## src/rtl/hssi_tg_mailbox_rsp.sv

```systemverilog
// hssi_tg_mailbox_rsp
// Responder side of the HSSI traffic-controller mailbox. The host writes the
// ADDRESS / WRDATA / CMD dwords; each RD or WR command becomes exactly one
// Avalon-MM transaction on the traffic generator/monitor register port. Read
// returns are captured in RDDATA, and completion is reported through the
// ack bit of the CMD dword, which the host polls.
//
// Optional feature: define HSSI_MB_TIMEOUT_EN to enable a backend response
// timeout of TIMEOUT_CYCLES cycles. On expiry the request is dropped (even
// under waitrequest), a read returns 32'hFFFF_FFFF, and ack and err are set.
//
// Ports
//   clk, rst            clock, synchronous active-high reset
//   csr_wr / csr_rd     mailbox dword write / read strobes
//   csr_sel             0 CMD, 1 ADDRESS, 2 RDDATA, 3 WRDATA
//   csr_wdata           host write data
//   csr_rdata(_vld)     registered read data, one cycle after csr_rd
//   ctrl_*              Avalon-MM host port toward the TG/TM registers
//
// CMD readback: [0] rd in flight, [1] wr in flight, [2] ack, [3] err.
//
// state    | meaning
// ---------+----------------------------------------------------------
// IDLE     | no access outstanding, CMD writes accepted
// ISSUE    | ctrl_read/ctrl_write asserted until waitrequest drops
// WAIT_RD  | read accepted, waiting for readdatavalid
// DONE     | one cycle: set ack, clear in-flight bits

module hssi_tg_mailbox_rsp #(
    parameter int unsigned CTRL_ADDR_W    = 16,
    parameter int unsigned TIMEOUT_CYCLES = 1024
) (
    input  logic                   clk,
    input  logic                   rst,
    input  logic                   csr_wr,
    input  logic                   csr_rd,
    input  logic [1:0]             csr_sel,
    input  logic [31:0]            csr_wdata,
    output logic [31:0]            csr_rdata,
    output logic                   csr_rdata_vld,
    output logic [CTRL_ADDR_W-1:0] ctrl_addr,
    output logic                   ctrl_write,
    output logic                   ctrl_read,
    output logic [31:0]            ctrl_wdata,
    input  logic                   ctrl_waitrequest,
    input  logic [31:0]            ctrl_readdata,
    input  logic                   ctrl_readdatavalid
);

    if (CTRL_ADDR_W < 1 || CTRL_ADDR_W > 32) begin : g_bad_addr_w
        $error("CTRL_ADDR_W must be in 1..32");
    end
    if (TIMEOUT_CYCLES < 2) begin : g_bad_timeout
        $error("TIMEOUT_CYCLES must be at least 2");
    end

    localparam logic [1:0]  SEL_CMD    = 2'd0;
    localparam logic [1:0]  SEL_ADDR   = 2'd1;
    localparam logic [1:0]  SEL_RDDATA = 2'd2;
    localparam logic [1:0]  SEL_WRDATA = 2'd3;

    localparam logic [31:0] MB_NOOP = 32'd0;
    localparam logic [31:0] MB_RD   = 32'd1;
    localparam logic [31:0] MB_WR   = 32'd2;

    typedef enum logic [1:0] {
        ST_IDLE    = 2'd0,
        ST_ISSUE   = 2'd1,
        ST_WAIT_RD = 2'd2,
        ST_DONE    = 2'd3
    } state_e;

    state_e                 state_q, state_d;
    logic [31:0]            addr_q, addr_d;
    logic [31:0]            wdata_q, wdata_d;
    logic [31:0]            rdata_q, rdata_d;
    logic                   ack_q, ack_d;
    logic                   err_q, err_d;
    logic                   rd_fl_q, rd_fl_d;
    logic                   wr_fl_q, wr_fl_d;
    // Request copies taken at command accept so host ADDRESS/WRDATA writes
    // during ISSUE cannot disturb a stalled request.
    logic [CTRL_ADDR_W-1:0] req_addr_q, req_addr_d;
    logic [31:0]            req_wdata_q, req_wdata_d;
    logic [31:0]            csr_rdata_q, csr_rdata_d;
    logic                   csr_rdata_vld_q;

    logic                   cmd_wr;
    logic                   req_en;
    logic                   abort;
    logic                   timeout;

    assign cmd_wr = csr_wr && (csr_sel == SEL_CMD);

`ifdef HSSI_MB_TIMEOUT_EN
    localparam int unsigned      CNT_W    = $clog2(TIMEOUT_CYCLES) + 1;
    localparam logic [CNT_W-1:0] CNT_LAST = CNT_W'(TIMEOUT_CYCLES - 1);

    logic [CNT_W-1:0] cnt_q, cnt_d;

    // Held at zero in IDLE, so it is zero on the first ISSUE cycle.
    always_comb begin
        cnt_d = cnt_q;
        if (state_q == ST_IDLE) begin
            cnt_d = '0;
        end else if (state_q == ST_ISSUE || state_q == ST_WAIT_RD) begin
            cnt_d = cnt_q + CNT_W'(1);
        end
    end

    always_ff @(posedge clk) begin
        if (rst) begin
            cnt_q <= '0;
        end else begin
            cnt_q <= cnt_d;
        end
    end

    assign timeout = (state_q == ST_ISSUE || state_q == ST_WAIT_RD) &&
                     (cnt_q == CNT_LAST);
`else
    assign timeout = 1'b0;
`endif

    always_comb begin
        state_d     = state_q;
        addr_d      = addr_q;
        wdata_d     = wdata_q;
        rdata_d     = rdata_q;
        ack_d       = ack_q;
        err_d       = err_q;
        rd_fl_d     = rd_fl_q;
        wr_fl_d     = wr_fl_q;
        req_addr_d  = req_addr_q;
        req_wdata_d = req_wdata_q;
        req_en      = 1'b0;
        abort       = 1'b0;

        if (csr_wr && csr_sel == SEL_ADDR) begin
            addr_d = csr_wdata;
        end
        if (csr_wr && csr_sel == SEL_WRDATA) begin
            wdata_d = csr_wdata;
        end

        case (state_q)
            ST_IDLE: begin
                if (cmd_wr) begin
                    if (csr_wdata == MB_NOOP) begin
                        ack_d = 1'b0;
                        err_d = 1'b0;
                    end else if (csr_wdata == MB_RD || csr_wdata == MB_WR) begin
                        ack_d       = 1'b0;
                        err_d       = 1'b0;
                        rd_fl_d     = (csr_wdata == MB_RD);
                        wr_fl_d     = (csr_wdata == MB_WR);
                        req_addr_d  = addr_q[CTRL_ADDR_W-1:0];
                        req_wdata_d = wdata_q;
                        state_d     = ST_ISSUE;
                    end else begin
                        ack_d = 1'b1;
                        err_d = 1'b1;
                    end
                end
            end
            ST_ISSUE: begin
                // The timeout deliberately drops the request even while
                // waitrequest is high; that is the recovery path.
                if (timeout) begin
                    abort = 1'b1;
                end else begin
                    req_en = 1'b1;
                    if (!ctrl_waitrequest) begin
                        state_d = rd_fl_q ? ST_WAIT_RD : ST_DONE;
                    end
                end
            end
            ST_WAIT_RD: begin
                if (ctrl_readdatavalid) begin
                    rdata_d = ctrl_readdata;
                    state_d = ST_DONE;
                end else if (timeout) begin
                    abort = 1'b1;
                end
            end
            ST_DONE: begin
                ack_d   = 1'b1;
                rd_fl_d = 1'b0;
                wr_fl_d = 1'b0;
                state_d = ST_IDLE;
            end
            default: begin
                state_d = ST_IDLE;
            end
        endcase

        if (abort) begin
            if (rd_fl_q) begin
                rdata_d = 32'hFFFF_FFFF;
            end
            ack_d   = 1'b1;
            err_d   = 1'b1;
            rd_fl_d = 1'b0;
            wr_fl_d = 1'b0;
            state_d = ST_IDLE;
        end
    end

    always_comb begin
        csr_rdata_d = csr_rdata_q;
        if (csr_rd) begin
            case (csr_sel)
                SEL_CMD:    csr_rdata_d = {28'd0, err_q, ack_q, wr_fl_q, rd_fl_q};
                SEL_ADDR:   csr_rdata_d = addr_q;
                SEL_RDDATA: csr_rdata_d = rdata_q;
                SEL_WRDATA: csr_rdata_d = wdata_q;
                default:    csr_rdata_d = 32'd0;
            endcase
        end
    end

    always_ff @(posedge clk) begin
        if (rst) begin
            state_q         <= ST_IDLE;
            addr_q          <= 32'd0;
            wdata_q         <= 32'd0;
            rdata_q         <= 32'd0;
            ack_q           <= 1'b0;
            err_q           <= 1'b0;
            rd_fl_q         <= 1'b0;
            wr_fl_q         <= 1'b0;
            req_addr_q      <= '0;
            req_wdata_q     <= 32'd0;
            csr_rdata_q     <= 32'd0;
            csr_rdata_vld_q <= 1'b0;
        end else begin
            state_q         <= state_d;
            addr_q          <= addr_d;
            wdata_q         <= wdata_d;
            rdata_q         <= rdata_d;
            ack_q           <= ack_d;
            err_q           <= err_d;
            rd_fl_q         <= rd_fl_d;
            wr_fl_q         <= wr_fl_d;
            req_addr_q      <= req_addr_d;
            req_wdata_q     <= req_wdata_d;
            csr_rdata_q     <= csr_rdata_d;
            csr_rdata_vld_q <= csr_rd;
        end
    end

    assign ctrl_read     = req_en && rd_fl_q;
    assign ctrl_write    = req_en && wr_fl_q;
    assign ctrl_addr     = req_addr_q;
    assign ctrl_wdata    = req_wdata_q;
    assign csr_rdata     = csr_rdata_q;
    assign csr_rdata_vld = csr_rdata_vld_q;

endmodule
```

## config.mk

```make
export PLATFORM = sky130hd
export DESIGN_NAME = hssi_tg_mailbox_rsp
export DESIGN_NICKNAME = d
export VERILOG_FILES = /design/src/rtl/hssi_tg_mailbox_rsp.sv
export SDC_FILE = /design/constraint.sdc
export NUM_CORES = 1
export LEC_CHECK = 0
export BUFFER_PORTS_ARGS = -buffer_cell sky130_fd_sc_hd__buf_4
export CAP_MARGIN = 5
export CORE_MARGIN = 2
export CORE_UTILIZATION = 25
export DETAILED_ROUTE_END_ITERATION = 10
export GPL_ROUTABILITY_DRIVEN = 1
export PLACE_DENSITY = 0.44
export SLEW_MARGIN = 20
export SYNTH_ARGS = -nofsm -noshare
export SYNTH_HDL_FRONTEND = slang
export SYNTH_SLANG_ARGS = --single-unit
```

## constraint.sdc

```tcl
create_clock -name clk -period 2.3 [get_ports clk]
set_input_delay 0.69 -clock clk [delete_from_list [all_inputs] [get_ports clk]]
set_output_delay 0.69 -clock clk [all_outputs]
set_load 0.02 [all_outputs]
```

==> metrics.cfg, run 1 <==
[status]
outcome = finished clean

[synth]
syn_nets = 890
synth_edf_count = 0
synth.top_cell.area_share_pct = 49.7
avgSynthCellArea_um2 = 9.06
ys_types = 38
syn-cell-area_mm2 = 0.00738
ys_seq_elements = 183
synthArstFlopShare_pct = 0
synthTopCellsByCount = 196 x nand2_1, 183 x dfxtp_1, 99 x a21oi_1
yosys-top-cells-area = dfxtp_1 50%, nand2_1 10%, mux2i_1 7.2%
yosys.area.top_type = dfxtp_1
syn_inst = 814
seq_area_frac_synth_pct = 49.7
yosys_warnings = 0
synth_most_common_cell = nand2_1
ys.flop_type = dfxtp_1

[sta]
period_minus_slack_ns = 2.18
hold_ws_ns = 0.454
fin_ws_ns = 0.120
skew_ns = 0.0106
finalSetupTns_ns = 0
fmax_mhz = 459
slew_violations = 0
worstMarginPinSlew_ns = 0.533
period_share_pct = 94.8
hold_viol_final = 0
max-slew-margin-rel_pct = 64.4
setup_violations = 0
rsz0062_at_grt = false

[floorplanning]
initial_utilization_pct = 25.6
pin_count = 155
num_rows = 62
design.core.area_mm2 = 0.0289
die-area_mm2 = 0.0309
die_h_um = 176
die_w_um = 176

[cts]
clock_path_buffers = 2
cts.sinks = 183
clock_latency_ns = 0.44
post-cts-setup-buffer-count = 0
cts-hold-fix-buffers = 0
root_buffer = clkbuf_16
cts_resized = 0
h-tree-depth = 4
cts_tree = built
path_clk_slew_ns = 0.07
cts_made_buffers = 17

[critical_path]
crit_type = reg -> out
cp_num_buf_inv = 2
ff2ff_path_depth = 7
r2r_end = ctrl_addr[12]
worst_ep_required_time_ns = 1.61
startpoint = state_q[1]
crit_arrival_ns = 1.49
worstPathCellList = inv_1 -> ha_1 -> and2_1 -> buf_4
path_delay_family = flip-flops
critPathCapture = ctrl_read
r2r_slack_ns = 0.43
crit_fanout = 5
cp_slowest_cell = dfxtp_1
reg2reg_from = state_q[0]
max_stage_delay_ns = 0.41
start_kind = register
cp_num_cells = 4
critPathCaptureType = output pin

[power]
cellPowerDensity_mw_per_mm2 = 713
leakagePower_nw = 3.67
report.power.total_w = 0.00702
ir_drop_uv = 456

[cells_and_area]
area_growth_pct = 33.4
nets = 1052
n_antenna_cell = 0
nFillCells = 3091
multi_input_area_mm2 = 0.00340
drive_above_1_share_pct = 33.6
seq_area_mm2 = 0.00366
postLayoutCellArea_mm2 = 0.00984

[place]
dp_hpwl_um = 16100
place_ws_ns = -0.293
place_congestion = 0.760
io_buffer_count = 154
placed_cell_area_mm2 = 0.00924

[global_route]
grt_max_degree = 56
grt_overflow = 0
track_usage_pct = 15.5
grt_pass1_wl_um = 36300
grt_pass1_vias = 6235
antenna_found_initial = 1

[routing]
first_pass_iters = 4
ant_nets = 0
route.detailed.drc = 0
drt_iter0_markers = 273
wl_per_cell_um = 17.3
drt-total-wl_um = 23700
vias_per_cell = 4.46
vias = 6121

[min_path]
worstHoldPathType = reg -> reg

[job]
cap_violations = 0

## layout by cell type (no fill, tap or decap), drive strengths merged, types with 8 or more instances in the layout
master | netlist | final
nor2 | 82 | 82
a21oi | 99 | 99
a211oi | 30 | 30
buf | 12 | 208
inv | 4 | 8
a22oi | 28 | 28
dfxtp | 183 | 183
mux2 | 28 | 28
mux2i | 53 | 53
clkbuf | 53 | 18
nand2 | 197 | 197
## kinds of logic (layout without fill, tap and decap cells)
group,after synthesis,after routing,share of synthesized area (%)
simple gates,308,308,19.1
flops,183,183,49.7
compound gates,164,164,13.3
mux,85,85,12.7
buf+inv,69,244,4.43
fa+ha+maj,4,4,0.679
xor+xnor,1,1,0.119
## registers in the layout, indices dropped and copies added (netlist names)
name           count
addr_q            32
csr_rdata         32
ctrl_wdata        32
rdata_q           32
wdata_q           32
ctrl_addr         16
state_q            2
ack_q              1
csr_rdata_vld      1
err_q              1
rd_fl_q            1
wr_fl_q            1
## metal layers
layer  up-vias  part of all wire [%]  track usage [%]
met4         2                  0.73             3.96
li1       3101                     -                -
met2       135                    46             25.0
met3        16                   4.5             3.31
met1      2867                    48             21.1
met5         -                 0.067                0
## report_power, final
part / total (W) / switching [W] / internal [W]
combinational: 0.000659 / 0.000370 / 0.000289
sequential: 0.00330 / 0.0000565 / 0.00325
clock: 0.00305 / 0.00133 / 0.00172
total: 0.00702 / 0.00176 / 0.00526
## per-stage QoR
step | cells | utilization (%)
floorplan | 814 | -
detailed placement | 1341 | 32.0
global placement | 1341 | 32.0
finish | 1373 | 34.1
CTS | 1373 | 34.1
global route | 1373 | 34.1
## final cells by class
class | instances | area share, %
clock buffer | 18 | 4.36
clock inverter | 14 | 1.74
inverter | 4 | 0.153
multi-input combinational | 562 | 34.6
sequential | 183 | 37.2
tap | 384 | 4.88
timing repair buffer | 208 | 17.1
## worst min path at each step
stage,from,endpoint,slack (ns),cells past startpoint
after floorplan,rdata_q[0],rdata_q[0],0.43,2
after global placement,rdata_q[5],rdata_q[5],0.44,2
after detailed placement,rdata_q[5],rdata_q[5],0.45,2
after CTS,rdata_q[5],rdata_q[5],0.46,2
after global routing,rdata_q[3],rdata_q[3],0.47,2
final,rdata_q[15],rdata_q[15],0.45,2
## tightest hold or removal path, delay by kind of cell, from the launching register on
family | cells | cell delay (ns)
flip-flops | 1 | 0.31
AO/OA/AOI/OAI | 1 | 0.05
AND/OR/NAND/NOR | 1 | 0.05
Power figures use the tool's default switching activity.
==> run 2, diff against run 1 <==
--- a/config.mk
+++ b/config.mk
@@ -7,6 +7,7 @@
 export LEC_CHECK = 0
 export BUFFER_PORTS_ARGS = -buffer_cell sky130_fd_sc_hd__buf_4
 export CAP_MARGIN = 5
+export CORE_ASPECT_RATIO = 1.25
 export CORE_MARGIN = 2
 export CORE_UTILIZATION = 25
 export DETAILED_ROUTE_END_ITERATION = 10
==> metrics.cfg, run 2 (synthesis gave the netlist of run 1 again) <==
[status]
outcome = finished clean

[sta]
rsz0062_at_grt = false
worstMarginPinSlew_ns = 0.739  ; +0.206 ns
fin_ws_ns = 0.124  ; +0.00388 ns
hold_ws_ns = 0.452  ; -0.00122 ns
finalSetupTns_ns = 0  ; unchanged
slew_violations = 0  ; unchanged
hold_viol_final = 0  ; unchanged
max-slew-margin-rel_pct = 50.7  ; -14 points
skew_ns = 0.0102  ; -0.000397 ns
fmax_mhz = 460  ; +0.18%
setup_violations = 0  ; unchanged
period_minus_slack_ns = 2.18  ; -0.00388 ns
period_share_pct = 94.6  ; -0.17 points

[global_route]
track_usage_pct = 15.7  ; +0.19 points
antenna_found_initial = 0  ; -1
grt_pass1_vias = 6166  ; -1.1%
grt_max_degree = 72  ; +29%
grt_pass1_wl_um = 36500  ; +0.40%
grt_overflow = 0  ; unchanged

[routing]
wl_per_cell_um = 17.1  ; -1.4%
route.detailed.drc = 0  ; unchanged
m1WireLength_um = 10500  ; -8.5%
dr.max_layer_used = met4
vias = 6156  ; +0.57%
dr_wl_met2_um = 12000  ; +9.4%
route.met3.wl_um = 806  ; -25%
ant_nets = 0  ; unchanged
drt_iter0_markers = 245  ; -10%
vias_per_cell = 4.44  ; -0.37%
drt-total-wl_um = 23600  ; -0.42%
first_pass_iters = 4  ; unchanged

[cts]
path_clk_slew_ns = 0.07  ; about the same
cts_tree = built
cts.sinks = 183  ; unchanged
root_buffer = clkbuf_16
clock_latency_ns = 0.43  ; about the same
h-tree-depth = 4  ; unchanged
cts_made_buffers = 17  ; unchanged
clock_path_buffers = 2  ; unchanged

[critical_path]
startpoint = csr_wdata[31]
crit_type = in -> reg
cp_slowest_cell = nor4_2
critPathCapture = ctrl_addr[10]
critPathCaptureType = register
r2r_end = ctrl_addr[10]
r2r_slack_ns = 0.45  ; +0.02 ns
worstPathCellList = buf_4 -> nor4_2 -> buf_4 -> nand4_1 -> buf_4 -> nor3_4 -> buf_12 -> mux2i_1 -> nor2_2
ff2ff_path_depth = 7  ; unchanged
max_stage_delay_ns = 0.38  ; -0.03 ns
worst_ep_required_time_ns = 2.60  ; +0.99 ns
start_kind = primary input
crit_arrival_ns = 2.47  ; +0.98 ns
reg2reg_from = state_q[0]
crit_fanout = 24  ; +19
cp_common_cell = buf_4

[power]
cellPowerDensity_mw_per_mm2 = 708  ; -0.70%
ir_drop_uv = 399  ; -12%
leakagePower_nw = 3.68  ; +0.30%

[cells_and_area]
stdcell_count = 1386  ; +0.95%
nFillCells = 3083  ; -0.26%
nets = 1053  ; +0.095%
final_common_cell = buf_4
n_antenna_cell = 0  ; unchanged
area_growth_pct = 33.9
drive_above_1_share_pct = 33.9  ; +0.37 points
postLayoutCellArea_mm2 = 0.00987  ; +0.36%
layout_common_cells = 200 x buf_4, 196 x nand2_1, 182 x dfxtp_1

[floorplanning]
die-area_mm2 = 0.0309  ; about the same
num_rows = 70  ; +13%
initial_utilization_pct = 25.3  ; -0.27 points
die_h_um = 196  ; +12%
pin_count = 155  ; unchanged
design.core.area_mm2 = 0.0292  ; +1.1%
die_w_um = 158  ; -10%

[min_path]
worstHoldPathType = reg -> reg

[place]
place_ws_ns = -0.608  ; -0.315 ns
dp_hpwl_um = 16300  ; +1.6%
placed_cell_area_mm2 = 0.00925  ; about the same
io_buffer_count = 154  ; unchanged
dp.cells = 1354  ; +0.97%
place_congestion = 0.694  ; -8.7%

[job]
cap_violations = 0  ; unchanged

run 2: cell types whose count changed in the layout (fill, tap and decap cells not counted), moves of 2 or more:
cell and delta:
nor4_2 +2, clkinv_2 -2, buf_4 +2, inv_6 +5, clkinvlp_4 -2, nor4_1 -3
run 2: repair_timing:
| action | CTS | global route |
|---|---|---|
| hold buffers | 0 | 0 |
| endpoints found under the setup margin | 50 | 48 |
| endpoints found under the hold margin | 0 | 0 |
| resized for setup | 2 | 3 |
| buffers inserted | 0 | 0 |
run 2: through the flow:
stage	util (%)	total power [W]
4_1_cts	33.8	0.00712
2_1_floorplan	-	0.00370
3_5_place_dp	31.7	0.00405
3_3_place_gp	31.7	0.00405
5_1_grt	33.9	0.00730
6_report	33.9	0.00699
run 2: worst max-delay path, delay by kind of cell:
family	cells	cell delay, ns
and+or+nand+nor	4	0.77
muxes	1	0.26
buffers and inverters	4	0.72
run 2: where the power goes:
| group | internal [W] | switching (W) | leakage, nW |
|---|---|---|---|
| Sequential | 0.00325 | 0.0000541 | 1.48 |
| Combinational | 0.000292 | 0.000380 | 1.90 |
| Clock | 0.00166 | 0.00135 | 0.294 |
| Total | 0.00520 | 0.00179 | 3.68 |
run 2: cell type report:
class | instances | area (um2) | share of cell area (%)
Sequential cell | 183 | 3660 | 37.1
Multi-Input combinational cell | 562 | 3430 | 34.7
Timing Repair Buffer | 209 | 1670 | 16.9
Tap cell | 396 | 495 | 5.02
Clock buffer | 18 | 439 | 4.45
Clock inverter | 14 | 160 | 1.62
Inverter | 4 | 15.0 | 0.152
run 2: worst min-delay path by stage:
stage,start,end,slack (ns),depth (start not counted)
floorplan,rdata_q[0],rdata_q[0],0.43,2
global placement,rdata_q[23],rdata_q[23],0.44,2
detailed placement,rdata_q[5],rdata_q[5],0.45,2
CTS,rdata_q[5],rdata_q[5],0.46,2
global route,rdata_q[30],rdata_q[30],0.47,2
finish,rdata_q[4],rdata_q[4],0.45,2
run 2: metal layers:
layer / up-vias / track usage (%)
met5: - / 0
met4: 0 / 4.31
met3: 19 / 3.05
met2: 117 / 27.0
met1: 2921 / 19.9
li1: 3099 / -
==> run 3, diff against run 2 <==
--- a/config.mk
+++ b/config.mk
@@ -12,7 +12,7 @@
 export CORE_UTILIZATION = 25
 export DETAILED_ROUTE_END_ITERATION = 10
 export GPL_ROUTABILITY_DRIVEN = 1
-export PLACE_DENSITY = 0.44
+export PLACE_DENSITY = 0.48
 export SLEW_MARGIN = 20
 export SYNTH_ARGS = -nofsm -noshare
 export SYNTH_HDL_FRONTEND = slang
==> metrics.cfg, run 3 (synthesis gave the netlist of run 1 again) <==
[place]
place_congestion = 0.734  ; +5.7%
dp_hpwl_um = 15900  ; -2.4%
io_buffer_count = 154  ; unchanged
place_ws_ns = -0.410  ; +0.198 ns

[sta]
period_share_pct = 93.6  ; -0.98 points
finalSetupTns_ns = 0  ; unchanged
period_minus_slack_ns = 2.15  ; -0.0225 ns
max-slew-margin-rel_pct = 60.8  ; +10 points
hold_viol_final = 0  ; unchanged
slew_violations = 0  ; unchanged
hold_ws_ns = 0.456  ; +0.00335 ns
skew_ns = 0.0136  ; +0.00335 ns
rsz0062_at_grt = false
setup_violations = 0  ; unchanged
fmax_mhz = 464  ; +1.0%
worstMarginPinSlew_ns = 0.588  ; -0.151 ns
fin_ws_ns = 0.146  ; +0.0225 ns

[cells_and_area]
area_growth_pct = 34.0
nets = 1057  ; +0.38%
nFillCells = 3067  ; -0.52%
n_antenna_cell = 0  ; unchanged
layout_common_cells = 202 x buf_4, 196 x nand2_1, 182 x dfxtp_1
postLayoutCoreUtil_pct = 33.9  ; +0.043 points
drive_above_1_share_pct = 33.9  ; -0.036 points
final_common_cell = buf_4

[critical_path]
r2r_end = ctrl_wdata[30]
crit_type = reg -> out
reg2reg_from = state_q[0]
critPathCapture = ctrl_write
crit_fanout = 5  ; -79%
startpoint = state_q[1]
start_kind = register
worst_ep_required_time_ns = 1.61  ; -0.99 ns
crit_arrival_ns = 1.46  ; -1.01 ns
r2r_slack_ns = 0.48  ; +0.03 ns
critPathCaptureType = output pin
ff2ff_path_depth = 7  ; unchanged

[cts]
path_clk_slew_ns = 0.08  ; about the same
clock_latency_ns = 0.45  ; +0.02 ns
post-cts-setup-buffer-count = 0  ; unchanged
cts_made_buffers = 17  ; unchanged
cts.sinks = 183  ; unchanged
h-tree-depth = 4  ; unchanged
clock_path_buffers = 2  ; unchanged
root_buffer = clkbuf_16
cts_tree = built

[routing]
route.detailed.drc = 0  ; unchanged
wl_per_cell_um = 17.0  ; -0.21%
ant_nets = 0  ; unchanged
first_pass_iters = 7  ; +3
drt_iter0_markers = 291  ; +19%
drt-total-wl_um = 23700  ; about the same
vias = 6209  ; +0.86%
vias_per_cell = 4.47  ; +0.57%

[power]
internal_power_w = 0.00509  ; -2.2%
p_seq_share_pct = 47.9  ; +0.7 points
p_clk_share_pct = 42.5  ; -0.7 points
cellPowerDensity_mw_per_mm2 = 698  ; -1.5%
p_comb_share_pct = 9.6  ; about the same
sw_frac_of_total_pct = 26.2  ; +0.63 points
ir_drop_uv = 407  ; +2.0%
report.power.total_w = 0.00690  ; -1.3%
leakagePower_nw = 3.68  ; +0.13%
power.net_switching_w = 0.00181  ; +1.1%

[status]
outcome = finished clean

[min_path]
whs_path_depth = 2  ; unchanged
worstHoldPathType = reg -> reg

[global_route]
grt_overflow = 0  ; unchanged
grt_pass1_vias = 6190  ; +0.39%
grt_max_degree = 65  ; -9.7%
grt_pass1_wl_um = 36100  ; -1.0%
track_usage_pct = 15.6  ; -0.12 points
antenna_found_initial = 0  ; unchanged

[floorplanning]
die-area_mm2 = 0.0309  ; unchanged
initial_utilization_pct = 25.3  ; unchanged
pin_count = 155  ; unchanged
num_rows = 70  ; unchanged
die_w_um = 158  ; unchanged
die_h_um = 196  ; unchanged
design.core.area_mm2 = 0.0292  ; unchanged

[job]
cap_violations = 0  ; unchanged

run 3: through the flow:
step / instances / area, um2
after CTS: 1390 / 9880
after global routing: 1390 / 9890
after global placement: 1358 / 9300
after floorplan: 814 / 7380
final: 1390 / 9890
after detailed placement: 1358 / 9300
run 3: area by class of cell:
type                            instances  area, um2  area share (%)
Tap cell                              396        495            5.01
Multi-Input combinational cell        562       3400            34.4
Timing Repair Buffer                  213       1730            17.5
Clock buffer                           19        443            4.48
Inverter                                4       15.0           0.152
Clock inverter                         13        135            1.37
Sequential cell                       183       3660            37.1
run 3: worst min-delay path by stage:
stage / start / endpoint / slack, ns
finish: rdata_q[4] / rdata_q[4] / 0.46
CTS: rdata_q[15] / rdata_q[15] / 0.46
global route: rdata_q[15] / rdata_q[15] / 0.47
detailed placement: rdata_q[15] / rdata_q[15] / 0.45
global placement: addr_q[26] / addr_q[26] / 0.44
floorplan: rdata_q[0] / rdata_q[0] / 0.43
run 3: metal layers:
| layer | GRT usage, % | wire (um) | vias to the layer above |
|---|---|---|---|
| li1 | - | - | 3111 |
| met1 | 19.4 | 10600 | 2943 |
| met2 | 26.7 | 11800 | 132 |
| met3 | 3.14 | 890 | 23 |
| met4 | 5.02 | 385 | 0 |
| met5 | 0 | 0 | - |
run 3: critical path, cell delays in order (launching register included):
cell and delay, ns:
dfxtp_2 0.37, inv_1 0.07, ha_1 0.23, and2_1 0.19, buf_4 0.15
run 3: power by group through the flow:
stage,logic [W],registers (W),clock network (W)
floorplan,0.000304,0.00339,0
global placement,0.000671,0.00337,0
CTS,0.000674,0.00330,0.00302
global route,0.000730,0.00331,0.00313
finish,0.000662,0.00330,0.00293
detailed placement,0.000673,0.00337,0
run 3: repair_timing:
action | in CTS | in global routing
hold buffers | 0 | 0
endpoints found under the setup margin | 0 | 43
resized for setup | 0 | 2
